[src/rtl/sccb_master_write.sv]
// ---------------------------------------------------------------------------
// sccb_master_write
//
// SCCB (I2C-like) three-phase write master for the OV7670 configuration path.
// Each accepted {sub_addr, data} pair is sent as one write frame on SIOC/SIOD:
// START, slave ID byte, register address byte, register data byte (each byte
// followed by one released don't-care slot), STOP, then a bus-free gap.
// The don't-care slot is never sampled, so this master is write-only and
// performs no acknowledge checking.
//
// Timing is built from quarter SIOC periods of Q = clk_freq/(4*sccb_freq)
// system clocks. A full frame is 118 quarters long:
//   START 2 | 27 bit slots x 4 | STOP 4 | GAP 4
//
// Ports:
//   clk            in   system clock
//   rst            in   asynchronous active-low reset
//   sccb_start     in   write request, only looked at while sccb_ready=1
//   sccb_sub_addr  in   [7:0] OV7670 register address, latched on accept
//   sccb_data      in   [7:0] OV7670 register value, latched on accept
//   sccb_ready     out  1 = idle and able to accept a request
//   sioc           out  SCCB clock (registered)
//   siod           out  SCCB data value (registered)
//   siod_oe        out  1 = drive siod onto the pin, 0 = release it
// ---------------------------------------------------------------------------
module sccb_master_write #(
    parameter int         clk_freq  = 100000000,
    parameter int         sccb_freq = 100000,
    parameter logic [7:0] slave_id  = 8'h42
) (
    input  logic       clk,
    input  logic       rst,
    input  logic       sccb_start,
    input  logic [7:0] sccb_sub_addr,
    input  logic [7:0] sccb_data,
    output logic       sccb_ready,
    output logic       sioc,
    output logic       siod,
    output logic       siod_oe
);

    // Clock cycles per quarter SIOC period and the width of its counter.
    localparam int            Q     = clk_freq / (4 * sccb_freq);
    localparam int            QW    = (Q > 1) ? $clog2(Q) : 1;
    localparam logic [QW-1:0] QLAST = QW'(Q - 1);

    // Slot 26 is the final don't-care slot of the data byte.
    localparam logic [4:0] LAST_SLOT = 5'd26;

    // Reject parameter sets that cannot produce a legal waveform.
    generate
        if (Q < 2) begin : gen_bad_quarter
            $error("sccb_master_write: clk_freq/(4*sccb_freq) must be at least 2");
        end
        if (slave_id[0] != 1'b0) begin : gen_bad_slave_id
            $error("sccb_master_write: slave_id must be a write ID (bit 0 = 0)");
        end
    endgenerate

    typedef enum logic [2:0] {
        S_IDLE,
        S_START,
        S_BITS,
        S_STOP,
        S_GAP
    } state_e;

    state_e        state_q,     state_d;
    logic [QW-1:0] qcnt_q,      qcnt_d;
    logic [1:0]    qidx_q,      qidx_d;
    logic [4:0]    bit_cnt_q,   bit_cnt_d;
    logic [7:0]    sub_addr_q,  sub_addr_d;
    logic [7:0]    data_q,      data_d;
    logic          ready_q,     ready_d;
    logic          sioc_q,      sioc_d;
    logic          siod_q,      siod_d;
    logic          oe_q,        oe_d;

    logic          tick;
    logic          accept;
    logic          dont_care;
    logic [26:0]   frame;

    // A quarter ends on the last count of the quarter counter.
    assign tick   = (qcnt_q == QLAST);

    // ready_q is only high in IDLE, so it doubles as the accept qualifier.
    assign accept = ready_q && sccb_start;

    // Whole frame as transmitted, slot 0 in the MSB. The don't-care slots
    // carry 1 so a released line also reads as 1.
    assign frame     = {slave_id, 1'b1, sub_addr_d, 1'b1, data_d, 1'b1};
    assign dont_care = (bit_cnt_d == 5'd8) || (bit_cnt_d == 5'd17) ||
                       (bit_cnt_d == LAST_SLOT);

    // State register, also holding the registered bus outputs.
    always_ff @(posedge clk or negedge rst) begin
        if (!rst) begin
            state_q    <= S_IDLE;
            qcnt_q     <= '0;
            qidx_q     <= '0;
            bit_cnt_q  <= '0;
            sub_addr_q <= '0;
            data_q     <= '0;
            ready_q    <= 1'b1;
            sioc_q     <= 1'b1;
            siod_q     <= 1'b1;
            oe_q       <= 1'b1;
        end else begin
            state_q    <= state_d;
            qcnt_q     <= qcnt_d;
            qidx_q     <= qidx_d;
            bit_cnt_q  <= bit_cnt_d;
            sub_addr_q <= sub_addr_d;
            data_q     <= data_d;
            ready_q    <= ready_d;
            sioc_q     <= sioc_d;
            siod_q     <= siod_d;
            oe_q       <= oe_d;
        end
    end

    // Next-state logic. The quarter counter free-runs whenever a frame is
    // active; qidx_q counts quarters within the current phase or bit slot.
    always_comb begin
        state_d    = state_q;
        qcnt_d     = qcnt_q;
        qidx_d     = qidx_q;
        bit_cnt_d  = bit_cnt_q;
        sub_addr_d = sub_addr_q;
        data_d     = data_q;

        if (state_q != S_IDLE) begin
            qcnt_d = tick ? '0 : qcnt_q + 1'b1;
        end

        case (state_q)
            S_IDLE: begin
                if (accept) begin
                    state_d    = S_START;
                    qcnt_d     = '0;
                    qidx_d     = '0;
                    bit_cnt_d  = '0;
                    sub_addr_d = sccb_sub_addr;
                    data_d     = sccb_data;
                end
            end
            S_START: begin
                if (tick) begin
                    if (qidx_q == 2'd1) begin
                        state_d   = S_BITS;
                        qidx_d    = '0;
                        bit_cnt_d = '0;
                    end else begin
                        qidx_d = qidx_q + 2'd1;
                    end
                end
            end
            S_BITS: begin
                if (tick) begin
                    // qidx wraps 3 -> 0 at the end of every slot.
                    qidx_d = qidx_q + 2'd1;
                    if (qidx_q == 2'd3) begin
                        if (bit_cnt_q == LAST_SLOT) begin
                            state_d = S_STOP;
                        end else begin
                            bit_cnt_d = bit_cnt_q + 5'd1;
                        end
                    end
                end
            end
            S_STOP: begin
                if (tick) begin
                    qidx_d = qidx_q + 2'd1;
                    if (qidx_q == 2'd3) begin
                        state_d = S_GAP;
                    end
                end
            end
            S_GAP: begin
                if (tick) begin
                    qidx_d = qidx_q + 2'd1;
                    if (qidx_q == 2'd3) begin
                        state_d = S_IDLE;
                    end
                end
            end
            default: begin
                state_d = S_IDLE;
            end
        endcase
    end

    // Output decode from the next state, so that the registered outputs
    // change on exactly the edge that enters each quarter. SIOD only moves
    // at the start of a slot (q0, SIOC falling) except for the START and
    // STOP conditions, which move SIOD while SIOC is steadily high.
    always_comb begin
        ready_d = 1'b0;
        sioc_d  = 1'b1;
        siod_d  = 1'b1;
        oe_d    = 1'b1;

        case (state_d)
            S_IDLE: begin
                ready_d = 1'b1;
            end
            S_START: begin
                siod_d = 1'b0;
            end
            S_BITS: begin
                sioc_d = qidx_d[1];
                oe_d   = !dont_care;
                siod_d = dont_care ? 1'b1 : frame[LAST_SLOT - bit_cnt_d];
            end
            S_STOP: begin
                sioc_d = (qidx_d != 2'd0);
                siod_d = qidx_d[1];
            end
            S_GAP: begin
                sioc_d = 1'b1;
            end
            default: begin
                ready_d = 1'b0;
            end
        endcase
    end

    assign sccb_ready = ready_q;
    assign sioc       = sioc_q;
    assign siod       = siod_q;
    assign siod_oe    = oe_q;

endmodule
[config.mk]
export PLATFORM = sky130hd
export DESIGN_NAME = sccb_master_write
export DESIGN_NICKNAME = d
export VERILOG_FILES = /design/src/rtl/sccb_master_write.sv
export SDC_FILE = /design/constraint.sdc
export NUM_CORES = 1
export LEC_CHECK = 0
export BUFFER_PORTS_ARGS = -buffer_cell sky130_fd_sc_hd__buf_2
export CORE_ASPECT_RATIO = 0.9
export CORE_MARGIN = 5
export CORE_UTILIZATION = 40
export CTS_BUF_LIST = sky130_fd_sc_hd__clkbuf_4 sky130_fd_sc_hd__clkbuf_8 sky130_fd_sc_hd__clkbuf_16
export CTS_CLUSTER_SIZE = 25
export DETAILED_ROUTE_END_ITERATION = 12
export PLACE_DENSITY = 0.65
export SLEW_MARGIN = 20
export SYNTH_ARGS = -nofsm -noshare
export SYNTH_HDL_FRONTEND = slang
export SYNTH_SLANG_ARGS = --single-unit
[constraint.sdc]
create_clock -name clk -period 4.7 [get_ports clk]
set_clock_uncertainty 0.1 [all_clocks]
set_input_delay 0 -clock clk [delete_from_list [all_inputs] [get_ports clk]]
set_output_delay 0 -clock clk [all_outputs]
set_load 0.005 [all_outputs]
==> flow_summary.json <==
{
  "n_antenna_cell": 0,
  "r2r_slack_ns": 1.01,
  "final_cells": 369,
  "nFillCells": 555,
  "ys_warn_count": 0,
  "synth_edf_count": 0,
  "cts-root-buf": "clkbuf_8",
  "report.final.setup_viol": 0,
  "first_iter_violations": 138,
  "slowest_stage": "a211oi_2",
  "ys_seq_area_share_pct": 39.5,
  "tns_ns": 0,
  "cts.sinks": 38,
  "power.total_uw": 696,
  "pwr-share-clk_pct": 49.3,
  "layout_commonest_cell": "nand2_1",
  "dieArea_um2": 7710,
  "vias": 2035,
  "synth_xor_area_share_pct": 2.84,
  "yosysTopAreaCell": "dfrtp_1",
  "drc": 0,
  "cts-resized-gates": 0,
  "synth_area_leaders": "dfrtp_1 35%, nand2_1 6.8%, ha_1 6.2%",
  "path_clk_slew_ns": 0.08,
  "rr_startpoint": "qidx_q[0]$_DFF_PN0_",
  "period_needed_ns": 3.69,
  "synth_simple_gate_area_share_pct": 22.5,
  "p_comb_share_pct": 3.7,
  "antenna_left": 0,
  "p_int_uw": 555,
  "numCtsBuffers": 5,
  "r2r_cells": 11,
  "synth_seq_cells": 38,
  "synth_top_area_share_pct": 35.1,
  "crit_fanout": 11,
  "critPathRequiredTime_ns": 4.84,
  "hold_viol_final": 0,
  "dr.pass1.iters": 4,
  "avgSynthCellArea_um2": 9.31,
  "start_kind": "flop",
  "status": "finished clean",
  "ir_worst_vdd_mv": 0.187,
  "ys.flop_type": "dfrtp_1",
  "end_kind": "flop",
  "viasPerCell": 5.51,
  "hold_class": "in2async",
  "hpwl_um": 4010,
  "rows": 26,
  "crit_top_cell": "ha_1",
  "rsz0062_at_grt": "no",
  "worstPathCellList": "ha_1, nand4b_1, o211a_1, a211oi_2, inv_1, ha_1, or3_1, o311ai_0, mux2_1, mux2i_1, a211o_1",
  "grt_pass1_vias": 2017,
  "crit_path_end": "siod$_DFF_PN1_",
  "reg2reg_to": "siod$_DFF_PN1_",
  "syn_inst": 260,
  "max_freq_ghz": 0.271,
  "layout-drive-gt1-share_pct": 18.7,
  "cts_tree": "yes",
  "cts_setup_buffers": 0,
  "switching_share_pct": 20.3,
  "hold_buffers": 18,
  "crit_arrival_ns": 3.83,
  "synth_top_family_by_area": "simple AND/OR/NAND/NOR gates",
  "cts_buffer_depth": 2,
  "synth_cell_types": 60,
  "p_seq_share_pct": 46.9,
  "async_reset_ff_share_pct": 100,
  "syn_to_final_growth_pct": 20.0,
  "antenna_found_initial": 0,
  "io_pins": 23,
  "synth_fa_ha_area_share_pct": 6.20,
  "syn_nets": 291,
  "powerDensity_nw_per_um2": 240,
  "cts_max_level": 2,
  "die_h_um": 83.8,
  "synth_mux_area_share_pct": 6.77,
  "grt_max_degree": 39,
  "slew_headroom_pct": 42.4,
  "clk_latency_ns": 0.30,
  "grt_pass1_wl_um": 9740,
  "io_buffers": 22,
  "core_area_um2": 5790,
  "nNetsFinal": 329,
  "routed_wirelength_um": 5650,
  "routabilityCongestion": 0.838,
  "leakagePower_uw": 0.00129,
  "start_util_pct": 41.8,
  "p_switching_uw": 141,
  "final_cell_mix": "44 x nand2_1, 34 x dfrtp_1, 22 x buf_2",
  "worst_path_largest_cell_delay_ns": 0.47,
  "grt.total_usage_pct": 15.6,
  "synth_compound_area_share_pct": 17.6,
  "grt-ovfl-total": 0,
  "maxSlewViolCount": 0,
  "wl_per_cell_um": 15.3,
  "max_cap_viol_count": 0,
  "die_x_um": 92.0,
  "critPathKind": "reg2reg",
  "fin_crit_sh_pct": 78.5,
  "cp-startpoint": "qidx_q[0]$_DFF_PN0_",
  "worst_pin_slew_ns": 0.865,
  "syn_area_um2": 2420,
  "dp.cells": 343
}
critical path: cells and delay by family, from the launching register on:
family | cells | cell delay (ns)
simple gates | 2 | 0.79
buf+inv | 1 | 0.15
compound gates | 4 | 1.23
mux | 2 | 0.25
flops | 1 | 0.42
fa+ha+maj | 2 | 0.67
synthesized netlist by cell type (4+ instances only):
cell,instances
nand3_1,5
o21ai_0,13
buf_2,4
xor2_1,4
dfrtp_1,34
dfstp_2,4
nor3_1,7
clkbuf_1,7
inv_1,17
nor2_1,18
a21oi_1,7
nand2_1,44
ha_1,12
mux2_2,10
or3_1,5
mux2i_1,4
through the flow:
| step | hold WS, ns | setup slack [ns] | area, um2 | utilization (%) |
|---|---|---|---|---|
| finish | 0.244 | 1.01 | 2910 | 50.2 |
| floorplan | -0.396 | 1.40 | 2420 | - |
| CTS | 0.270 | 0.978 | 2910 | 50.2 |
| global route | 0.333 | 0.722 | 2910 | 50.2 |
| detailed placement | 0.0651 | 1.01 | 2590 | 44.7 |
| global placement | 0.0558 | 1.16 | 2590 | 44.7 |
worst min-delay path by stage:
| stage | startpoint | to | slack [ns] | depth (start not counted) |
|---|---|---|---|---|
| after CTS | rst | sub_addr_q[5]$_DFF_PN0_ | 0.27 | 2 |
| after global routing | rst | sub_addr_q[7]$_DFF_PN0_ | 0.33 | 2 |
| after global placement | rst | sub_addr_q[7]$_DFF_PN0_ | 0.06 | 1 |
| final | rst | qidx_q[1]$_DFF_PN0_ | 0.24 | 2 |
| after floorplan | rst | bit_cnt_q[0]$_DFF_PN0_ | -0.40 | 0 |
| after detailed placement | rst | sub_addr_q[5]$_DFF_PN0_ | 0.07 | 1 |
registers in the layout, indices dropped and copies added, names as in the netlist:
name / cells
data_q: 8
qcnt_q: 8
sub_addr_q: 8
bit_cnt_q: 5
state_q: 3
qidx_q: 2
sccb_ready: 1
sioc: 1
siod: 1
siod_oe: 1
metal layers:
metal | GRT usage, % | wire, um | vias up
met5 | 0 | 0 | -
met4 | 5.26 | 102 | 0
met3 | 3.97 | 184 | 10
met2 | 24.3 | 2670 | 33
met1 | 20.9 | 2700 | 976
li1 | - | - | 1016
area by class of cell:
class	instances	area [um2]	share of cell area (%)
flip-flops and latches	38	956	32.9
well taps	70	87.6	3.01
repair buffers	42	305	10.5
inverters	17	63.8	2.20
clock inverters	3	68.8	2.37
multi-input cells	194	1360	46.6
clock buffers	5	68.8	2.37
cell families after synthesis:
family,Yosys count
flip-flops,38
AND/OR/NAND/NOR,107
multiplexers,15
adder cells (fa/ha/maj),12
AO/OA/AOI/OAI,53
buffers and inverters,28
XOR/XNOR,7
power groups by stage:
| stage | Sequential [uW] | Clock, uW | Combinational, uW |
|---|---|---|---|
| after floorplan | 333 | 0 | 0.172 |
| after global placement | 333 | 0 | 14.3 |
| after detailed placement | 333 | 0 | 14.6 |
| after CTS | 327 | 351 | 25.9 |
| after global routing | 327 | 366 | 29.2 |
| final | 327 | 343 | 25.9 |
Note: power is estimated with default switching activity, not from simulation.
